**src/rtl/axi4_master_burst_engine_if.sv**
```systemverilog
// AXI4 AW/W/B/AR/R bundle between the burst engine (master) and the slave under test.
interface axi4_master_burst_engine_if #(
  parameter int ADDR_WIDTH = 32,
  parameter int DATA_WIDTH = 32,
  parameter int ID_WIDTH   = 4
) ();
  logic [ID_WIDTH-1:0]     awid;
  logic [ADDR_WIDTH-1:0]   awaddr;
  logic [7:0]              awlen;
  logic [2:0]              awsize;
  logic [1:0]              awburst;
  logic                    awvalid, awready;
  logic [DATA_WIDTH-1:0]   wdata;
  logic [DATA_WIDTH/8-1:0] wstrb;
  logic                    wlast, wvalid, wready;
  logic [ID_WIDTH-1:0]     bid;
  logic [1:0]              bresp;
  logic                    bvalid, bready;
  logic [ID_WIDTH-1:0]     arid;
  logic [ADDR_WIDTH-1:0]   araddr;
  logic [7:0]              arlen;
  logic [2:0]              arsize;
  logic [1:0]              arburst;
  logic                    arvalid, arready;
  logic [ID_WIDTH-1:0]     rid;
  logic [DATA_WIDTH-1:0]   rdata;
  logic [1:0]              rresp;
  logic                    rlast, rvalid, rready;

  modport master (
    output awid, awaddr, awlen, awsize, awburst, awvalid, input awready,
    output wdata, wstrb, wlast, wvalid, input wready,
    input bid, bresp, bvalid, output bready,
    output arid, araddr, arlen, arsize, arburst, arvalid, input arready,
    input rid, rdata, rresp, rlast, rvalid, output rready
  );
  modport slave (
    input awid, awaddr, awlen, awsize, awburst, awvalid, output awready,
    input wdata, wstrb, wlast, wvalid, output wready,
    output bid, bresp, bvalid, input bready,
    input arid, araddr, arlen, arsize, arburst, arvalid, output arready,
    output rid, rdata, rresp, rlast, rvalid, input rready
  );
endinterface

```
**src/rtl/axi4_master_burst_engine.sv**
```systemverilog
// Command-driven AXI4 master: AW/AR registers, W length FIFO, per-ID read tracking, one completion per command.
// Define AXI4_MST_ENGINE_TIMEOUT_EN to build the per-channel watchdog behind timeout_err.
module axi4_master_burst_engine #(
  parameter int ADDR_WIDTH      = 32,
  parameter int DATA_WIDTH      = 32,
  parameter int ID_WIDTH        = 4,
  parameter int MAX_OUTSTANDING = 4,
  parameter int TIMEOUT_CYCLES  = 1000
) (
  input  logic                    aclk,
  input  logic                    areset,
  axi4_master_burst_engine_if.master axi,
  input  logic                    cmd_valid,
  output logic                    cmd_ready,
  input  logic                    cmd_write,
  input  logic [ID_WIDTH-1:0]     cmd_id,
  input  logic [ADDR_WIDTH-1:0]   cmd_addr,
  input  logic [7:0]              cmd_len,
  input  logic [2:0]              cmd_size,
  input  logic [1:0]              cmd_burst,
  input  logic                    wr_valid,
  output logic                    wr_ready,
  input  logic [DATA_WIDTH-1:0]   wr_data,
  input  logic [DATA_WIDTH/8-1:0] wr_strb,
  output logic                    rd_valid,
  input  logic                    rd_ready,
  output logic [DATA_WIDTH-1:0]   rd_data,
  output logic [1:0]              rd_resp,
  output logic [ID_WIDTH-1:0]     rd_id,
  output logic                    rd_last,
  output logic                    done_valid,
  output logic                    done_write,
  output logic [ID_WIDTH-1:0]     done_id,
  output logic [1:0]              done_resp,
  output logic                    done_err,
  output logic [3:0]              timeout_err
);
  localparam int PW = $clog2(MAX_OUTSTANDING);
  localparam int CW = $clog2(MAX_OUTSTANDING + 1);

  typedef enum logic {W_IDLE, W_BEAT} w_st_t;
  typedef struct packed {
    logic                vld;
    logic [ID_WIDTH-1:0] id;
    logic [7:0]          len;
    logic [7:0]          cnt;
    logic [1:0]          worst;
  } rd_ent_t;

  rd_ent_t       tbl [MAX_OUTSTANDING];
  logic [7:0]    lfifo [MAX_OUTSTANDING];
  logic [PW:0]   wp, rp;
  w_st_t         wst;
  logic [7:0]    wlen, wcnt;
  logic          run, skid_full, skid_err;
  logic [ID_WIDTH-1:0] skid_id;
  logic [1:0]    skid_resp;
  logic [CW-1:0] inflight;

  logic          id_busy, hit, fifo_full, cmd_acc, b_hs, r_hs, r_final, r_err, r_done, w_last;
  logic [PW-1:0] hit_idx, free_idx;
  logic [1:0]    r_resp;

  always_comb begin
    id_busy  = 1'b0;
    hit      = 1'b0;
    hit_idx  = '0;
    free_idx = '0;
    for (int i = MAX_OUTSTANDING - 1; i >= 0; i--) begin
      if (tbl[i].vld && tbl[i].id == cmd_id) id_busy = 1'b1;
      if (tbl[i].vld && tbl[i].id == axi.rid) begin hit = 1'b1; hit_idx = PW'(i); end
      if (!tbl[i].vld) free_idx = PW'(i);
    end
  end

  assign fifo_full = (wp[PW] != rp[PW]) && (wp[PW-1:0] == rp[PW-1:0]);
  // An address register being drained by awready/arready this cycle counts as free.
  assign cmd_ready = run && (inflight < CW'(MAX_OUTSTANDING)) &&
                     (cmd_write ? ((!axi.awvalid || axi.awready) && !fifo_full)
                                : ((!axi.arvalid || axi.arready) && !id_busy));
  assign cmd_acc   = cmd_valid && cmd_ready;

  assign axi.bready = run && !skid_full;
  assign axi.rready = run && rd_ready && !skid_full;
  assign b_hs       = axi.bvalid && axi.bready;
  assign r_hs       = axi.rvalid && axi.rready;
  assign rd_valid   = run && !skid_full && axi.rvalid;
  assign rd_data    = run ? axi.rdata : '0;
  assign rd_resp    = run ? axi.rresp : '0;
  assign rd_id      = run ? axi.rid   : '0;
  assign rd_last    = run && axi.rlast;

  // A beat with no matching entry is reported on its own as an error completion.
  assign r_final = !hit || axi.rlast || (tbl[hit_idx].cnt == tbl[hit_idx].len);
  assign r_err   = !hit || !(axi.rlast && (tbl[hit_idx].cnt == tbl[hit_idx].len));
  assign r_resp  = (hit && tbl[hit_idx].worst > axi.rresp) ? tbl[hit_idx].worst : axi.rresp;
  assign r_done  = r_hs && r_final;

  assign w_last    = (wst == W_BEAT) && (wcnt == wlen);
  assign axi.wvalid = (wst == W_BEAT) && wr_valid;
  assign wr_ready  = (wst == W_BEAT) && axi.wready;
  assign axi.wdata = (wst == W_BEAT) ? wr_data : '0;
  assign axi.wstrb = (wst == W_BEAT) ? wr_strb : '0;
  assign axi.wlast = w_last;

  always_ff @(posedge aclk) begin
    if (areset) begin
      run <= 1'b0; inflight <= '0;
      axi.awvalid <= 1'b0; axi.awid <= '0; axi.awaddr <= '0; axi.awlen <= '0; axi.awsize <= '0; axi.awburst <= '0;
      axi.arvalid <= 1'b0; axi.arid <= '0; axi.araddr <= '0; axi.arlen <= '0; axi.arsize <= '0; axi.arburst <= '0;
      wp <= '0; rp <= '0; wst <= W_IDLE; wlen <= '0; wcnt <= '0;
      for (int i = 0; i < MAX_OUTSTANDING; i++) begin tbl[i] <= '0; lfifo[i] <= '0; end
      skid_full <= 1'b0; skid_id <= '0; skid_resp <= '0; skid_err <= 1'b0;
      done_valid <= 1'b0; done_write <= 1'b0; done_id <= '0; done_resp <= '0; done_err <= 1'b0;
    end else begin
      run      <= 1'b1;
      inflight <= inflight + CW'(cmd_acc) - CW'(b_hs) - CW'(r_done && hit);

      if (cmd_acc && cmd_write) begin
        axi.awvalid <= 1'b1; axi.awid <= cmd_id; axi.awaddr <= cmd_addr;
        axi.awlen <= cmd_len; axi.awsize <= cmd_size; axi.awburst <= cmd_burst;
        lfifo[wp[PW-1:0]] <= cmd_len;
        wp <= wp + 1'b1;
      end else if (axi.awready) axi.awvalid <= 1'b0;

      if (cmd_acc && !cmd_write) begin
        axi.arvalid <= 1'b1; axi.arid <= cmd_id; axi.araddr <= cmd_addr;
        axi.arlen <= cmd_len; axi.arsize <= cmd_size; axi.arburst <= cmd_burst;
        tbl[free_idx] <= '{vld: 1'b1, id: cmd_id, len: cmd_len, cnt: 8'd0, worst: 2'd0};
      end else if (axi.arready) axi.arvalid <= 1'b0;

      case (wst)
        W_IDLE: if (wp != rp) begin
          wlen <= lfifo[rp[PW-1:0]]; rp <= rp + 1'b1; wcnt <= '0; wst <= W_BEAT;
        end
        W_BEAT: if (wr_valid && axi.wready) begin
          if (w_last) wst <= W_IDLE;
          else        wcnt <= wcnt + 1'b1;
        end
        default: wst <= W_IDLE;
      endcase

      if (r_hs && hit) begin
        if (r_final) tbl[hit_idx].vld <= 1'b0;
        else begin
          tbl[hit_idx].cnt   <= tbl[hit_idx].cnt + 1'b1;
          tbl[hit_idx].worst <= r_resp;
        end
      end

      // Skid drains first; B wins over a coincident final R, which parks in the skid.
      done_valid <= skid_full || b_hs || r_done;
      if (skid_full) begin
        skid_full <= 1'b0;
        done_write <= 1'b0; done_id <= skid_id; done_resp <= skid_resp; done_err <= skid_err;
      end else if (b_hs) begin
        done_write <= 1'b1; done_id <= axi.bid; done_resp <= axi.bresp; done_err <= 1'b0;
        if (r_done) begin
          skid_full <= 1'b1; skid_id <= axi.rid; skid_resp <= r_resp; skid_err <= r_err;
        end
      end else if (r_done) begin
        done_write <= 1'b0; done_id <= axi.rid; done_resp <= r_resp; done_err <= r_err;
      end
    end
  end

`ifdef AXI4_MST_ENGINE_TIMEOUT_EN
  localparam int TW = $clog2(TIMEOUT_CYCLES + 1);
  logic [3:0]         to_cond, to_err;
  logic [3:0][TW-1:0] to_cnt;

  assign to_cond = {(inflight != '0) && !b_hs && !r_hs,
                    axi.arvalid && !axi.arready,
                    axi.wvalid && !axi.wready,
                    axi.awvalid && !axi.awready};

  always_ff @(posedge aclk) begin
    if (areset) begin
      to_cnt <= '0; to_err <= '0;
    end else begin
      for (int i = 0; i < 4; i++) begin
        if (!to_cond[i])                           to_cnt[i] <= '0;
        else if (to_cnt[i] == TW'(TIMEOUT_CYCLES - 1)) to_err[i] <= 1'b1;
        else                                       to_cnt[i] <= to_cnt[i] + 1'b1;
      end
    end
  end
  assign timeout_err = to_err;
`else
  logic unused_timeout_cfg;
  assign unused_timeout_cfg = ^TIMEOUT_CYCLES;
  assign timeout_err = 4'b0;
`endif
endmodule

```
**src/flat_wrapper.sv**
```systemverilog
// flat-port wrapper written by rule: the top's interface ports become plain ports
module axi4_master_burst_engine_flat 
#(
  parameter int ADDR_WIDTH      = 32,
  parameter int DATA_WIDTH      = 32,
  parameter int ID_WIDTH        = 4,
  parameter int MAX_OUTSTANDING = 4,
  parameter int TIMEOUT_CYCLES  = 1000
)
  (aclk, areset, cmd_valid, cmd_ready, cmd_write, cmd_id, cmd_addr, cmd_len, cmd_size, cmd_burst, wr_valid, wr_ready, wr_data, wr_strb, rd_valid, rd_ready, rd_data, rd_resp, rd_id, rd_last, done_valid, done_write, done_id, done_resp, done_err, timeout_err, axi_awid, axi_awaddr, axi_awlen, axi_awsize, axi_awburst, axi_awvalid, axi_awready, axi_wdata, axi_wstrb, axi_wlast, axi_wvalid, axi_wready, axi_bid, axi_bresp, axi_bvalid, axi_bready, axi_arid, axi_araddr, axi_arlen, axi_arsize, axi_arburst, axi_arvalid, axi_arready, axi_rid, axi_rdata, axi_rresp, axi_rlast, axi_rvalid, axi_rready);
  axi4_master_burst_engine_if #(.ADDR_WIDTH(ADDR_WIDTH), .DATA_WIDTH(DATA_WIDTH), .ID_WIDTH(ID_WIDTH)) axi_i ();
  input  logic aclk;
  input  logic areset;
  input  logic cmd_valid;
  output logic cmd_ready;
  input  logic cmd_write;
  input  logic [ID_WIDTH-1:0] cmd_id;
  input  logic [ADDR_WIDTH-1:0] cmd_addr;
  input  logic [7:0] cmd_len;
  input  logic [2:0] cmd_size;
  input  logic [1:0] cmd_burst;
  input  logic wr_valid;
  output logic wr_ready;
  input  logic [DATA_WIDTH-1:0] wr_data;
  input  logic [DATA_WIDTH/8-1:0] wr_strb;
  output logic rd_valid;
  input  logic rd_ready;
  output logic [DATA_WIDTH-1:0] rd_data;
  output logic [1:0] rd_resp;
  output logic [ID_WIDTH-1:0] rd_id;
  output logic rd_last;
  output logic done_valid;
  output logic done_write;
  output logic [ID_WIDTH-1:0] done_id;
  output logic [1:0] done_resp;
  output logic done_err;
  output logic [3:0] timeout_err;
  output wire logic [$bits(axi_i.awid)-1:0] axi_awid;
  output wire logic [$bits(axi_i.awaddr)-1:0] axi_awaddr;
  output wire logic [$bits(axi_i.awlen)-1:0] axi_awlen;
  output wire logic [$bits(axi_i.awsize)-1:0] axi_awsize;
  output wire logic [$bits(axi_i.awburst)-1:0] axi_awburst;
  output wire logic [$bits(axi_i.awvalid)-1:0] axi_awvalid;
  input wire logic [$bits(axi_i.awready)-1:0] axi_awready;
  output wire logic [$bits(axi_i.wdata)-1:0] axi_wdata;
  output wire logic [$bits(axi_i.wstrb)-1:0] axi_wstrb;
  output wire logic [$bits(axi_i.wlast)-1:0] axi_wlast;
  output wire logic [$bits(axi_i.wvalid)-1:0] axi_wvalid;
  input wire logic [$bits(axi_i.wready)-1:0] axi_wready;
  input wire logic [$bits(axi_i.bid)-1:0] axi_bid;
  input wire logic [$bits(axi_i.bresp)-1:0] axi_bresp;
  input wire logic [$bits(axi_i.bvalid)-1:0] axi_bvalid;
  output wire logic [$bits(axi_i.bready)-1:0] axi_bready;
  output wire logic [$bits(axi_i.arid)-1:0] axi_arid;
  output wire logic [$bits(axi_i.araddr)-1:0] axi_araddr;
  output wire logic [$bits(axi_i.arlen)-1:0] axi_arlen;
  output wire logic [$bits(axi_i.arsize)-1:0] axi_arsize;
  output wire logic [$bits(axi_i.arburst)-1:0] axi_arburst;
  output wire logic [$bits(axi_i.arvalid)-1:0] axi_arvalid;
  input wire logic [$bits(axi_i.arready)-1:0] axi_arready;
  input wire logic [$bits(axi_i.rid)-1:0] axi_rid;
  input wire logic [$bits(axi_i.rdata)-1:0] axi_rdata;
  input wire logic [$bits(axi_i.rresp)-1:0] axi_rresp;
  input wire logic [$bits(axi_i.rlast)-1:0] axi_rlast;
  input wire logic [$bits(axi_i.rvalid)-1:0] axi_rvalid;
  output wire logic [$bits(axi_i.rready)-1:0] axi_rready;
  assign axi_awid = axi_i.awid;
  assign axi_awaddr = axi_i.awaddr;
  assign axi_awlen = axi_i.awlen;
  assign axi_awsize = axi_i.awsize;
  assign axi_awburst = axi_i.awburst;
  assign axi_awvalid = axi_i.awvalid;
  assign axi_i.awready = axi_awready;
  assign axi_wdata = axi_i.wdata;
  assign axi_wstrb = axi_i.wstrb;
  assign axi_wlast = axi_i.wlast;
  assign axi_wvalid = axi_i.wvalid;
  assign axi_i.wready = axi_wready;
  assign axi_i.bid = axi_bid;
  assign axi_i.bresp = axi_bresp;
  assign axi_i.bvalid = axi_bvalid;
  assign axi_bready = axi_i.bready;
  assign axi_arid = axi_i.arid;
  assign axi_araddr = axi_i.araddr;
  assign axi_arlen = axi_i.arlen;
  assign axi_arsize = axi_i.arsize;
  assign axi_arburst = axi_i.arburst;
  assign axi_arvalid = axi_i.arvalid;
  assign axi_i.arready = axi_arready;
  assign axi_i.rid = axi_rid;
  assign axi_i.rdata = axi_rdata;
  assign axi_i.rresp = axi_rresp;
  assign axi_i.rlast = axi_rlast;
  assign axi_i.rvalid = axi_rvalid;
  assign axi_rready = axi_i.rready;
  axi4_master_burst_engine #(.ADDR_WIDTH(ADDR_WIDTH), .DATA_WIDTH(DATA_WIDTH), .ID_WIDTH(ID_WIDTH), .MAX_OUTSTANDING(MAX_OUTSTANDING), .TIMEOUT_CYCLES(TIMEOUT_CYCLES)) u_core (.aclk(aclk), .areset(areset), .axi(axi_i), .cmd_valid(cmd_valid), .cmd_ready(cmd_ready), .cmd_write(cmd_write), .cmd_id(cmd_id), .cmd_addr(cmd_addr), .cmd_len(cmd_len), .cmd_size(cmd_size), .cmd_burst(cmd_burst), .wr_valid(wr_valid), .wr_ready(wr_ready), .wr_data(wr_data), .wr_strb(wr_strb), .rd_valid(rd_valid), .rd_ready(rd_ready), .rd_data(rd_data), .rd_resp(rd_resp), .rd_id(rd_id), .rd_last(rd_last), .done_valid(done_valid), .done_write(done_write), .done_id(done_id), .done_resp(done_resp), .done_err(done_err), .timeout_err(timeout_err));
endmodule
```
**config.mk**
```make
export PLATFORM = sky130hd
export DESIGN_NAME = axi4_master_burst_engine_flat
export DESIGN_NICKNAME = d
export VERILOG_FILES = /design/src/rtl/axi4_master_burst_engine_if.sv /design/src/rtl/axi4_master_burst_engine.sv /design/src/flat_wrapper.sv
export SDC_FILE = /design/constraint.sdc
export NUM_CORES = 1
export LEC_CHECK = 0
export ABC_CLOCK_PERIOD_IN_PS = 4900
export CELL_PAD_IN_SITES_DETAIL_PLACEMENT = 0
export CELL_PAD_IN_SITES_GLOBAL_PLACEMENT = 1
export CORE_ASPECT_RATIO = 0.5
export CORE_MARGIN = 2
export CORE_UTILIZATION = 33
export DETAILED_ROUTE_END_ITERATION = 8
export GPL_TIMING_DRIVEN = 0
export HOLD_SLACK_MARGIN = 0.03
export PLACE_DENSITY_LB_ADDON = 0.25
export SLEW_MARGIN = 20
export SYNTH_ARGS = -nofsm -noshare
export SYNTH_HDL_FRONTEND = slang
export SYNTH_SLANG_ARGS = --single-unit
```
**constraint.sdc**
```tcl
create_clock -name aclk -period 4.9 [get_ports aclk]
set_input_delay 0.49 -clock aclk [delete_from_list [all_inputs] [get_ports aclk]]
set_output_delay 0.49 -clock aclk [all_outputs]
set_load 0.05 [all_outputs]
```
==> load_flow_metrics.sql, run 1 <==
INSERT INTO impl_metrics (metric_group, metric, value, unit) VALUES
('timing', 'hold_violations', '0', ''),
('floorplan', 'core_area', '37500', 'um2'),
('power_and_ir_drop', 'power_frac_seq', '40.7', '%'),
('power_and_ir_drop', 'design_power_total', '0.00615', 'W'),
('yosys', 'syn-instance-count', '1330', ''),
('yosys', 'syn_area_per_cell', '9.50', 'um2'),
('power_and_ir_drop', 'comb_power_share', '23.6', '%'),
('timing', 'clock-skew-final', '0.0260', 'ns'),
('yosys', 'synth_edf_count', '120', ''),
('cts', 'tritoncts.num_buffers', '26', ''),
('yosys', 'synth-warning-count', '0', ''),
('floorplan', 'die_w', '281', 'um'),
('floorplan', 'die_h', '142', 'um'),
('power_and_ir_drop', 'proportion_of_power_drawn_by_the_clock_network', '35.7', '%'),
('final_layout', 'final_net_count', '1847', ''),
('yosys', 'synth.distinct_cells', '79', ''),
('timing', 'drv_slew', '0', ''),
('power_and_ir_drop', 'leakage_dissipation', '6.50', 'nW'),
('timing', 'setup_repair_after_global_routing_missed_its_margin', 'no', ''),
('placement', 'finalWeightedCongestion', '0.852', ''),
('final_layout', 'antenna_cells', '0', ''),
('status', 'outcome', 'complete, no violations', ''),
('placement', 'total_placed_cells_including_tap_cells', '2149', ''),
('placement', 'hpwl', '32.1', 'mm'),
('timing', 'holdWs', '0.274', 'ns'),
('cts', 'cts.htree.levels', '1', ''),
('yosys', 'post_synth_instance_area', '12600', 'um2'),
('setup_path', 'critical_path_class', 'reg -> reg', ''),
('yosys', 'synth_sequential_area_ratio', '52.0', '%'),
('drt', 'post-route-drc-count', '0', ''),
('setup_path', 'crit_path_end_kind', 'flip-flop', ''),
('cts', 'cts_tree', 'done', ''),
('drt', 'routed_vias_inst', '5.05', ''),
('grt', 'pin_count_of_the_biggest_net_entering_global_routing', '15', ''),
('timing', 'layout_min_cycle_time', '4.74', 'ns'),
('flow_run', 'drv_cap', '0', ''),
('power_and_ir_drop', 'max-vdd-ir-drop', '0.218', 'mV'),
('setup_path', 'critPathLaunchType', 'flip-flop', ''),
('yosys', 'yosys_register_bits', '268', ''),
('floorplan', 'boundaryPins', '336', ''),
('drt', 'final_wl', '42.4', 'mm'),
('timing', 'fmax', '0.211', 'GHz'),
('placement', 'place.port_buffers', '322', ''),
('yosys', 'asyncSetResetFlopFracSynth', '0', '%'),
('floorplan', 'starting_density', '33.7', '%'),
('cts', 'cts.reportedPaths.clkPinSlew', '0.07', 'ns'),
('timing', 'timing.slew.headroom', '40.5', '%'),
('grt', 'grt_overflow', '0', ''),
('setup_path', 'data_arrival_at_the_endpoint_of_the_critical_path', '5.16', 'ns'),
('grt', 'via_count_of_the_first_global_routing_pass', '11200', ''),
('final_layout', 'fin_cells', '2210', ''),
('power_and_ir_drop', 'switching_power', '0.00188', 'W'),
('cts', 'worstSkewPairLatency', '0.57', 'ns'),
('floorplan', 'fp-row-count', '50', ''),
('drt', 'routed_wire_length_per_instance', '19.2', 'um'),
('floorplan', 'die_area', '40000', 'um2'),
('setup_path', 'crit_path_max_fanout', '8', ''),
('power_and_ir_drop', 'swShare', '30.6', '%'),
('cts', 'cts_max_path_buffers', '3', ''),
('grt', 'grtUsageTotal', '20.8', '%'),
('grt', 'grt_first_pass_wirelength', '64.6', 'mm'),
('power_and_ir_drop', 'power_density', '343', 'nW/um2'),
('timing', 'fin_crit_sh', '96.7', '%'),
('worst_hold_path', 'hold_path_class', 'in -> reg', ''),
('final_layout', 'area.growth.synth_to_final', '41.7', '%'),
('timing', 'setup_total_negative_slack', '0', 'ns'),
('timing', 'number_of_endpoints_failing_setup_at_the_final_stage', '0', ''),
('drt', 'antenna_violating_nets_post_route', '0', ''),
('drt', 'total_via_count_in_the_routed_design', '11200', ''),
('drt', 'detailedRoute.firstPassIterationCount', '5', ''),
('setup_path', 'worst_ep_required_time', '5.32', 'ns'),
('final_layout', 'drive_above_1_share', '8.74', '%'),
('power_and_ir_drop', 'cell_internal_pwr', '0.00427', 'W'),
('grt', 'initial_antenna_violation_count', '0', ''),
('cts', 'cts_num_sinks', '268', ''),
('cts', 'root_buffer', 'sky130_fd_sc_hd__clkbuf_16', ''),
('final_layout', 'utilization', '47.7', '%'),
('yosys', 'ys.flop_type', 'sky130_fd_sc_hd__dfxtp_1', ''),
('drt', 'detailedRoute.firstIterationViolations', '785', ''),
('timing', 'transition_time_of_the_tightest_slew_check_pin', '0.891', 'ns');
-- cells by family after synthesis --
kind of cell               after synthesis  synth area share (%)
other                                    1                0.0297
and+or+nand+nor                        610                  24.2
AOI/OAI and AO/OA                      240                  12.0
adders and majority gates               10                  1.05
xor gates and xnor gates                57                  3.95
DFF                                    268                  52.0
muxes                                   28                  3.06
buffers and inverters                  116                  3.76
-- metrics by stage --
stage	area, um2	setup slack, ns
3_5_place_dp	16500	-1.16
6_report	17900	0.164
5_1_grt	17900	0.0134
2_1_floorplan	12600	0.241
3_3_place_gp	16500	-1.29
4_1_cts	17600	0.00240
-- path summary, 6_finish.rpt --
| check | startpoint | end | slack [ns] | depth (start not counted) |
|---|---|---|---|---|
| setup / recovery | u_core.tbl[3][18] | u_core.inflight[2] | 0.16 | 17 |
| setup reg to reg | u_core.tbl[3][18] | u_core.inflight[2] | 0.16 | 17 |
| hold reg to reg | u_core.axi.araddr[20] | u_core.axi.araddr[20] | 0.45 | 2 |
| hold / removal | axi_rid[3] | u_core.skid_id[3] | 0.27 | 3 |
-- per-layer routing --
layer  routed length [um]  vias up  global-route usage (%)
met1                18700     5446                    27.2
met4                  732        0                    4.64
li1                     -     5355                       -
met5                    0        -                       0
met2                20200      301                    34.9
met3                 2680       56                    4.84
-- timing repair --
action                     in CTS  in global routing
buffers inserted                5                 11
resized for setup              25                 45
hold buffers                    0                  0
pin swaps                       3                 16
cloned                          0                  0
setup endpoints to repair      44                 13
-- sequential cells by signal, indices dropped and copies added, names as in the netlist, 8 cells and up --
signal,flops
u_core.lfifo,32
u_core.axi.awlen,8
u_core.axi.araddr,32
u_core.tbl,92
u_core.wlen,8
u_core.axi.awaddr,32
u_core.axi.arlen,8
u_core.wcnt,8
-- layout by cell type, fill, tap and decap left out, types with 20 or more instances in the layout --
| master | instances |
|---|---|
| sky130_fd_sc_hd__and3_1 | 25 |
| sky130_fd_sc_hd__clkbuf_1 | 69 |
| sky130_fd_sc_hd__buf_4 | 23 |
| sky130_fd_sc_hd__and2_1 | 140 |
| sky130_fd_sc_hd__nand3_1 | 20 |
| sky130_fd_sc_hd__o21ai_0 | 22 |
| sky130_fd_sc_hd__nand2_1 | 235 |
| sky130_fd_sc_hd__a21oi_1 | 127 |
| sky130_fd_sc_hd__edfxtp_1 | 120 |
| sky130_fd_sc_hd__xor2_1 | 33 |
| sky130_fd_sc_hd__nor2_1 | 84 |
| sky130_fd_sc_hd__inv_1 | 20 |
| sky130_fd_sc_hd__dfxtp_1 | 148 |
| sky130_fd_sc_hd__clkbuf_16 | 27 |
| sky130_fd_sc_hd__clkdlybuf4s50_1 | 322 |
| sky130_fd_sc_hd__xnor2_1 | 21 |
-- worst max-delay path, cell delays in order, from the launching register on --
cell and delay [ns]:
sky130_fd_sc_hd__edfxtp_1 0.41, sky130_fd_sc_hd__a221o_1 0.39, sky130_fd_sc_hd__or3_4 0.42, sky130_fd_sc_hd__buf_12 0.16, sky130_fd_sc_hd__o311ai_4 0.31, sky130_fd_sc_hd__a222oi_1 0.19
sky130_fd_sc_hd__a311o_1 0.35, sky130_fd_sc_hd__or4_4 0.53, sky130_fd_sc_hd__o31a_1 0.30, sky130_fd_sc_hd__buf_6 0.14, sky130_fd_sc_hd__nor3_4 0.23, sky130_fd_sc_hd__fa_1 0.48
sky130_fd_sc_hd__inv_2 0.09, sky130_fd_sc_hd__ha_4 0.13, sky130_fd_sc_hd__ha_4 0.13, sky130_fd_sc_hd__xor2_2 0.13, sky130_fd_sc_hd__xnor2_1 0.14, sky130_fd_sc_hd__nor2_1 0.05
-- power by group through the flow --
stage	clock (W)	sequential, W	combinational, W
final	0.00219	0.00250	0.00145
after global routing	0.00233	0.00251	0.00155
after CTS	0.00224	0.00250	0.00144
after detailed placement	0	0.00255	0.00143
after global placement	0	0.00254	0.00142
after floorplan	0	0.00264	0.000804
-- synth_stat cells, drive strengths merged, types with 13 or more instances --
library cell / count / area, um2
nor3: 16 / 91.3
xnor2: 22 / 193
and3: 28 / 175
nand4: 13 / 81.3
dfxtp: 148 / 2960
a21oi: 127 / 636
clkbuf: 75 / 282
nand3: 23 / 120
nor2b: 13 / 81.3
inv: 22 / 82.6
xor2: 35 / 307
o21ai: 24 / 120
nor2: 85 / 319
mux2i: 15 / 150
edfxtp: 120 / 3600
and2: 140 / 876
nand2: 235 / 882
buf: 18 / 108
-- cell type report --
cell class / count / area [um2]
fillers: 3552 / 19600
flip-flops and latches: 268 / 6570
multi-input cells: 949 / 5920
repair buffers: 338 / 3360
clock buffers: 38 / 798
well taps: 494 / 618
plain buffers: 90 / 413
clock inverters: 10 / 151
inverters: 23 / 86.3
No activity file was read; power rests on OpenSTA's default activity.
==> inputs of run 2 (changes only) <==
--- a/config.mk
+++ b/config.mk
@@ -5,17 +5,18 @@
 export SDC_FILE = /design/constraint.sdc
 export NUM_CORES = 1
 export LEC_CHECK = 0
-export ABC_CLOCK_PERIOD_IN_PS = 4900
+export ABC_AREA = 1
+export ABC_CLOCK_PERIOD_IN_PS = 5500
 export CELL_PAD_IN_SITES_DETAIL_PLACEMENT = 0
 export CELL_PAD_IN_SITES_GLOBAL_PLACEMENT = 1
 export CORE_ASPECT_RATIO = 0.5
 export CORE_MARGIN = 2
-export CORE_UTILIZATION = 33
+export CORE_UTILIZATION = 38
 export DETAILED_ROUTE_END_ITERATION = 8
 export GPL_TIMING_DRIVEN = 0
 export HOLD_SLACK_MARGIN = 0.03
 export PLACE_DENSITY_LB_ADDON = 0.25
-export SLEW_MARGIN = 20
+export SLEW_MARGIN = 25
 export SYNTH_ARGS = -nofsm -noshare
 export SYNTH_HDL_FRONTEND = slang
 export SYNTH_SLANG_ARGS = --single-unit
==> constraint.sdc (replaced) <==
create_clock -name aclk -period 5.5 [get_ports aclk]
set_input_delay 0.55 -clock aclk [delete_from_list [all_inputs] [get_ports aclk]]
set_output_delay 0.55 -clock aclk [all_outputs]
set_load 0.05 [all_outputs]
==> run 2 against run 1 <==
Effect of this change: sequential share of layout area increased by 1.0 points; clock power decreased by 11%; register-to-register slack improved by 0.93 ns; die area decreased by 13%.
==> load_flow_metrics.sql, run 2 <==
INSERT INTO impl_metrics (metric_group, metric, value, unit) VALUES
('status', 'outcome', 'complete, no violations', ''),
('yosys', 'synth.distinct_cells', '51', ''),
('yosys', 'yosys_register_bits', '268', ''),
('timing', 'layout_setup_ws', '0.823', 'ns'),
('drt', 'antenna_violating_nets_post_route', '0', ''),
('setup_path', 'crit_path_top_delay_cell', 'sky130_fd_sc_hd__clkdlybuf4s50_1', ''),
('grt', 'grtUsageTotal', '21.7', '%'),
('cts', 'root_buffer', 'sky130_fd_sc_hd__clkbuf_16', ''),
('placement', 'hpwl', '29.5', 'mm'),
('timing', 'setup_total_negative_slack', '0', 'ns'),
('final_layout', 'largest-register', 'u_core.tbl', ''),
('grt', 'initial_antenna_violation_count', '0', ''),
('grt', 'via_count_of_the_first_global_routing_pass', '10400', ''),
('yosys', 'post_synth_instance_area', '12700', 'um2'),
('flow_run', 'drv_cap', '0', ''),
('placement', 'finalWeightedCongestion', '0.881', ''),
('final_layout', 'most-common-layout-cells', 'sky130_fd_sc_hd__clkdlybuf4s50_1, sky130_fd_sc_hd__inv_1, sky130_fd_sc_hd__nand2_1', ''),
('final_layout', 'largest_register_ff_count', '92', ''),
('grt', 'pin_count_of_the_biggest_net_entering_global_routing', '17', ''),
('yosys', 'synth_sequential_area_ratio', '51.8', '%'),
('drt', 'detailedRoute.firstIterationViolations', '789', ''),
('yosys', 'syn-instance-count', '1599', ''),
('power_and_ir_drop', 'design_power_total', '0.00569', 'W'),
('grt', 'grt_first_pass_wirelength', '59.8', 'mm'),
('floorplan', 'starting_density', '38.5', '%'),
('yosys', 'asyncSetResetFlopFracSynth', '0', '%'),
('placement', 'post-place-ws', '0.377', 'ns'),
('power_and_ir_drop', 'power_density', '327', 'nW/um2'),
('timing', 'clock-skew-final', '0.0176', 'ns'),
('floorplan', 'fp-row-count', '47', ''),
('timing', 'number_of_endpoints_failing_setup_at_the_final_stage', '0', ''),
('yosys', 'syn_area_per_cell', '7.93', 'um2'),
('yosys', 'synth_edf_count', '120', ''),
('yosys', 'post-synth-top-count-cell', 'sky130_fd_sc_hd__inv_1', ''),
('timing', 'layout_min_cycle_time', '4.68', 'ns'),
('drt', 'routed_wire_length_per_instance', '16.2', 'um'),
('cts', 'post_cts_hold_buffer_count', '0', ''),
('cts', 'cts_num_sinks', '268', ''),
('floorplan', 'die_h', '133', 'um'),
('yosys', 'ys.flop_type', 'sky130_fd_sc_hd__dfxtp_1', ''),
('setup_path', 'r2r.worst_path.cells', '27', ''),
('final_layout', 'fillers', '3200', ''),
('yosys', 'synth_top_area_share', '28.4', '%'),
('cts', 'postCtsSetupBuffers', '0', ''),
('cts', 'worstSkewPairLatency', '0.54', 'ns'),
('cts', 'cts_tree', 'done', ''),
('cts', 'cts.reportedPaths.clkPinSlew', '0.07', 'ns'),
('worst_hold_path', 'hold_path_class', 'in -> reg', ''),
('drt', 'total_via_count_in_the_routed_design', '11300', ''),
('final_layout', 'final_net_count', '2107', ''),
('setup_path', 'critPathLaunchType', 'input port', ''),
('placement', 'place.port_buffers', '327', ''),
('power_and_ir_drop', 'leakage_dissipation', '7.75', 'nW'),
('timing', 'timing.slew.headroom', '46.9', '%'),
('setup_path', 'crit_path_max_fanout', '10', ''),
('yosys', 'synth.area.top_cells', 'sky130_fd_sc_hd__edfxtp_1, sky130_fd_sc_hd__dfxtp_1, sky130_fd_sc_hd__inv_1, sky130_fd_sc_hd__nand2_1, sky130_fd_sc_hd__nor2_1', ''),
('drt', 'final_wl', '39.1', 'mm'),
('setup_path', 'crit_path_frequent_cell', 'sky130_fd_sc_hd__nand2_1', ''),
('setup_path', 'data_arrival_at_the_endpoint_of_the_critical_path', '5.15', 'ns'),
('final_layout', 'area.growth.synth_to_final', '37.4', '%'),
('setup_path', 'critical_path_class', 'in -> reg', ''),
('final_layout', 'fin_cells', '2415', ''),
('placement', 'total_placed_cells_including_tap_cells', '2370', ''),
('cts', 'postCtsResizedCells', '0', ''),
('drt', 'routed_vias_inst', '4.67', ''),
('floorplan', 'core_area', '32900', 'um2'),
('cts', 'cts_max_path_buffers', '3', ''),
('power_and_ir_drop', 'max-vdd-ir-drop', '0.204', 'mV'),
('floorplan', 'die_w', '262', 'um'),
('floorplan', 'boundaryPins', '336', ''),
('drt', 'detailedRoute.firstPassIterationCount', '5', ''),
('yosys', 'synth.largest_area_cell', 'sky130_fd_sc_hd__edfxtp_1', ''),
('timing', 'fin_crit_sh', '85.0', '%'),
('cts', 'tritoncts.num_buffers', '25', ''),
('setup_path', 'worst_ep_required_time', '5.98', 'ns'),
('setup_path', 'max_stage_delay', '0.64', 'ns'),
('final_layout', 'multi_input_area', '4500', 'um2'),
('yosys', 'leading_cell_types_by_count_after_synthesis', 'sky130_fd_sc_hd__inv_1, sky130_fd_sc_hd__nand2_1, sky130_fd_sc_hd__nor2_1', ''),
('yosys', 'synth-warning-count', '0', ''),
('timing', 'drv_slew', '0', ''),
('final_layout', 'utilization', '52.9', '%'),
('cts', 'cts.htree.levels', '1', ''),
('floorplan', 'die_area', '34900', 'um2'),
('timing', 'hold_violations', '0', ''),
('final_layout', 'antenna_cells', '0', ''),
('grt', 'grt_overflow', '0', ''),
('final_layout', 'drive_above_1_share', '6.18', '%'),
('timing', 'setup_repair_after_global_routing_missed_its_margin', 'no', ''),
('timing', 'fmax', '0.214', 'GHz'),
('timing', 'transition_time_of_the_tightest_slew_check_pin', '0.796', 'ns'),
('final_layout', 'seq_area', '6570', 'um2'),
('drt', 'post-route-drc-count', '0', ''),
('worst_hold_path', 'timing.hold.worst_path_depth', '3', ''),
('final_layout', 'leading_cell_type_in_the_layout_fill_and_taps_excluded', 'sky130_fd_sc_hd__clkdlybuf4s50_1', ''),
('setup_path', 'crit_path_end_kind', 'flip-flop', '');
[run 2: per-layer routing]
| metal | global-route usage (%) | vias to the layer above | share of wire, % |
|---|---|---|---|
| li1 | - | 5766 | - |
| met2 | 35.5 | 275 | 46 |
| met4 | 4.07 | 0 | 1.9 |
| met1 | 30.9 | 5183 | 48 |
| met5 | 0 | - | 0 |
| met3 | 3.36 | 51 | 4.9 |
[run 2: power breakdown]
part	internal [W]	total [W]	switching (W)
logic	0.000494	0.00150	0.00100
clock network	0.00116	0.00194	0.000780
registers	0.00219	0.00225	0.0000610
total	0.00384	0.00569	0.00184
[run 2: through the flow]
stage               hold WS, ns  instance area (um2)
CTS                       0.299                17400
detailed placement        0.445                16500
global placement          0.438                16500
floorplan                 0.424                12700
finish                    0.328                17400
global route              0.351                17400
[run 2: path summary, 6_finish.rpt]
check	startpoint	end	slack, ns
setup / recovery	axi_rid[1]	u_core.inflight[2]	0.82
hold / removal	axi_rid[2]	u_core.skid_id[2]	0.33
setup reg to reg	u_core.tbl[3][22]	u_core.inflight[2]	1.09
hold reg to reg	u_core.done_write	u_core.done_write	0.46
[run 2: logic make-up (layout without fill, tap and decap cells)]
family	after synthesis	after routing	share of synthesized area, %
muxes	1	1	0.0790
DFF	268	268	51.8
adders and majority gates	10	10	1.05
xor gates and xnor gates	16	16	1.11
and+or+nand+nor	695	695	23.3
other	1	4	0.0296
AOI/OAI and AO/OA	214	214	9.89
buffers and inverters	394	766	12.8
[run 2: worst max-delay path, delay by kind of cell]
family          cells  cell delay, ns
compound gates      2            0.22
xor+xnor            1            0.17
buf+inv             7            1.29
simple gates       17            2.15
fa+ha+maj           3            0.77
[run 2: cell type report]
| cell class | instances | area share, % |
|---|---|---|
| Buffer | 76 | 2.43 |
| Clock buffer | 31 | 3.90 |
| Clock inverter | 14 | 1.29 |
| Inverter | 318 | 6.85 |
| Multi-Input combinational cell | 940 | 25.8 |
| Sequential cell | 268 | 37.7 |
| Tap cell | 441 | 3.17 |
| Timing Repair Buffer | 327 | 18.8 |
==> inputs of run 3 (changes only) <==
--- a/config.mk
+++ b/config.mk
@@ -11,7 +11,9 @@
 export CELL_PAD_IN_SITES_GLOBAL_PLACEMENT = 1
 export CORE_ASPECT_RATIO = 0.5
 export CORE_MARGIN = 2
-export CORE_UTILIZATION = 38
+export CORE_UTILIZATION = 39
+export CTS_BUF_LIST = sky130_fd_sc_hd__clkbuf_8
+export CTS_CLUSTER_DIAMETER = 80
 export DETAILED_ROUTE_END_ITERATION = 8
 export GPL_TIMING_DRIVEN = 0
 export HOLD_SLACK_MARGIN = 0.03
==> run 3 against run 2 <==
Effect of this change: hold slack got worse by 0.023 ns; via count rose by 1.6%; critical path depth fell by 2; non-clock buffer count did not move; global-route usage rose by 1.5 points; critical path type unchanged; highest routed layer is now met5.
==> load_flow_metrics.sql, run 3 (synthesis gave the netlist of run 2 again) <==
INSERT INTO impl_metrics (metric_group, metric, value, unit) VALUES
('setup_path', 'critical_path_class', 'in -> reg', ''),
('timing', 'fmax', '0.219', 'GHz'),
('power_and_ir_drop', 'leakage_dissipation', '7.78', 'nW'),
('final_layout', 'antenna_cells', '0', ''),
('power_and_ir_drop', 'design_power_total', '0.00541', 'W'),
('final_layout', 'multi_input_area', '4500', 'um2'),
('timing', 'layout_min_cycle_time', '4.56', 'ns'),
('placement', 'hpwl', '30.1', 'mm'),
('cts', 'cts.reportedPaths.clkPinSlew', '0.06', 'ns'),
('placement', 'total_placed_cells_including_tap_cells', '2361', ''),
('floorplan', 'core_area', '31800', 'um2'),
('setup_path', 'worst_ep_required_time', '5.99', 'ns'),
('final_layout', 'final_net_count', '2123', ''),
('setup_path', 'r2r.worst_path.cells', '25', ''),
('flow_run', 'drv_cap', '0', ''),
('status', 'outcome', 'complete, no violations', ''),
('timing', 'timing.slew.headroom', '46.3', '%'),
('setup_path', 'data_arrival_at_the_endpoint_of_the_critical_path', '5.04', 'ns'),
('grt', 'grt_overflow', '0', ''),
('timing', 'hold_violations', '0', ''),
('timing', 'fin_crit_sh', '82.9', '%'),
('drt', 'detailedRoute.firstPassIterationCount', '5', ''),
('grt', 'pin_count_of_the_biggest_net_entering_global_routing', '13', ''),
('cts', 'cts.htree.levels', '2', ''),
('drt', 'final_wl', '40.0', 'mm'),
('final_layout', 'leading_cell_type_in_the_layout_fill_and_taps_excluded', 'sky130_fd_sc_hd__clkdlybuf4s50_1', ''),
('cts', 'worstSkewPairLatency', '0.57', 'ns'),
('worst_hold_path', 'hold_path_class', 'in -> reg', ''),
('timing', 'clock-skew-final', '0.0175', 'ns'),
('cts', 'postCtsResizedCells', '0', ''),
('cts', 'cts_max_path_buffers', '3', ''),
('drt', 'detailedRoute.firstIterationViolations', '801', ''),
('floorplan', 'die_w', '259', 'um'),
('grt', 'initial_antenna_violation_count', '1', ''),
('setup_path', 'critPathLaunchType', 'input port', ''),
('final_layout', 'seq_area', '6570', 'um2'),
('floorplan', 'die_h', '131', 'um'),
('drt', 'met2_length', '18.0', 'mm'),
('drt', 'dr_wl_met3', '2.65', 'mm'),
('timing', 'drv_slew', '0', ''),
('floorplan', 'die_area', '34000', 'um2'),
('final_layout', 'fillers', '3066', ''),
('drt', 'routed_vias_inst', '4.70', ''),
('setup_path', 'crit_path_max_fanout', '10', ''),
('grt', 'via_count_of_the_first_global_routing_pass', '11000', ''),
('setup_path', 'max_stage_delay', '0.63', 'ns'),
('power_and_ir_drop', 'max-vdd-ir-drop', '0.173', 'mV'),
('final_layout', 'largest_register_ff_count', '92', ''),
('drt', 'wirelength_met1', '18.7', 'mm'),
('placement', 'place.port_buffers', '327', ''),
('final_layout', 'fin_cells', '2436', ''),
('floorplan', 'starting_density', '39.8', '%'),
('setup_path', 'crit_path_frequent_cell', 'sky130_fd_sc_hd__nand2_1', ''),
('cts', 'postCtsSetupBuffers', '0', ''),
('setup_path', 'crit_path_end_kind', 'flip-flop', ''),
('final_layout', 'most-common-layout-cells', 'sky130_fd_sc_hd__clkdlybuf4s50_1, sky130_fd_sc_hd__inv_1, sky130_fd_sc_hd__nand2_1', ''),
('timing', 'setup_repair_after_global_routing_missed_its_margin', 'no', ''),
('drt', 'antenna_violating_nets_post_route', '0', ''),
('cts', 'root_buffer', 'sky130_fd_sc_hd__clkbuf_8', ''),
('worst_hold_path', 'timing.hold.worst_path_depth', '3', ''),
('drt', 'total_via_count_in_the_routed_design', '11500', ''),
('timing', 'number_of_endpoints_failing_setup_at_the_final_stage', '0', ''),
('timing', 'holdWs', '0.305', 'ns'),
('floorplan', 'fp-row-count', '46', ''),
('cts', 'tritoncts.num_buffers', '41', ''),
('cts', 'post_cts_hold_buffer_count', '0', ''),
('grt', 'grt_first_pass_wirelength', '61.9', 'mm'),
('power_and_ir_drop', 'power_density', '313', 'nW/um2'),
('placement', 'finalWeightedCongestion', '0.927', ''),
('final_layout', 'utilization', '54.3', '%'),
('timing', 'setup_total_negative_slack', '0', 'ns'),
('drt', 'post-route-drc-count', '0', ''),
('drt', 'routed.top_layer', 'met5', ''),
('setup_path', 'crit_path_top_delay_cell', 'sky130_fd_sc_hd__clkdlybuf4s50_1', ''),
('final_layout', 'area.growth.synth_to_final', '36.4', '%'),
('cts', 'cts_num_sinks', '268', ''),
('timing', 'transition_time_of_the_tightest_slew_check_pin', '0.805', 'ns'),
('final_layout', 'largest-register', 'u_core.tbl', ''),
('floorplan', 'boundaryPins', '336', ''),
('grt', 'grtUsageTotal', '23.3', '%'),
('drt', 'routed_wire_length_per_instance', '16.4', 'um'),
('final_layout', 'drive_above_1_share', '6.89', '%'),
('cts', 'cts_tree', 'done', '');
## run 3: cell types whose count changed in the layout (fill, tap and decap cells not counted)
cell	change
sky130_fd_sc_hd__clkinv_2	+2
sky130_fd_sc_hd__inv_1	+16
sky130_fd_sc_hd__clkinv_1	+2
sky130_fd_sc_hd__clkinvlp_4	-1
sky130_fd_sc_hd__bufinv_16	-5
sky130_fd_sc_hd__clkbuf_8	+46
sky130_fd_sc_hd__clkbuf_16	-26
sky130_fd_sc_hd__clkbuf_1	-4
## run 3: stage by stage
stage               cell area, um2  setup WS [ns]
floorplan                    12700           1.81
global placement             16500          0.409
detailed placement           16500          0.381
CTS                          17300          0.963
global route                 17300          0.513
finish                       17300          0.942
## run 3: final cells by class
cell class	instances	share of cell area (%)
Sequential cell	268	38.0
Multi-Input combinational cell	940	26.0
Timing Repair Buffer	327	18.9
Inverter	318	6.90
Clock buffer	47	3.74
Tap cell	432	3.13
Buffer	76	2.45
Clock inverter	28	0.839
## run 3: final timing paths
path,start,end,slack (ns)
max reg2reg,u_core.tbl[3][22],u_core.inflight[2],1.20
min,axi_rid[2],u_core.skid_id[2],0.30
max,axi_rid[1],u_core.inflight[2],0.94
min reg2reg,u_core.inflight[2],u_core.inflight[2],0.46
## run 3: worst max-delay path: cells and delay by family
family / cells / cell delay (ns)
xor gates and xnor gates: 1 / 0.17
AOI/OAI and AO/OA: 2 / 0.24
adders and majority gates: 3 / 0.74
and+or+nand+nor: 16 / 2.00
buffers and inverters: 6 / 1.34
## run 3: where the power goes
| part | internal (W) | switching, W | total [W] |
|---|---|---|---|
| clock network | 0.000831 | 0.000820 | 0.00165 |
| registers | 0.00219 | 0.0000604 | 0.00225 |
| logic | 0.000494 | 0.00101 | 0.00151 |
| total | 0.00351 | 0.00189 | 0.00541 |
## run 3: per-layer routing
layer  track usage, %  vias to the layer above
met5                0                        -
met4             5.46                        2
met3             4.80                       45
met2             37.2                      341
met1             32.4                     5258
li1                 -                     5812
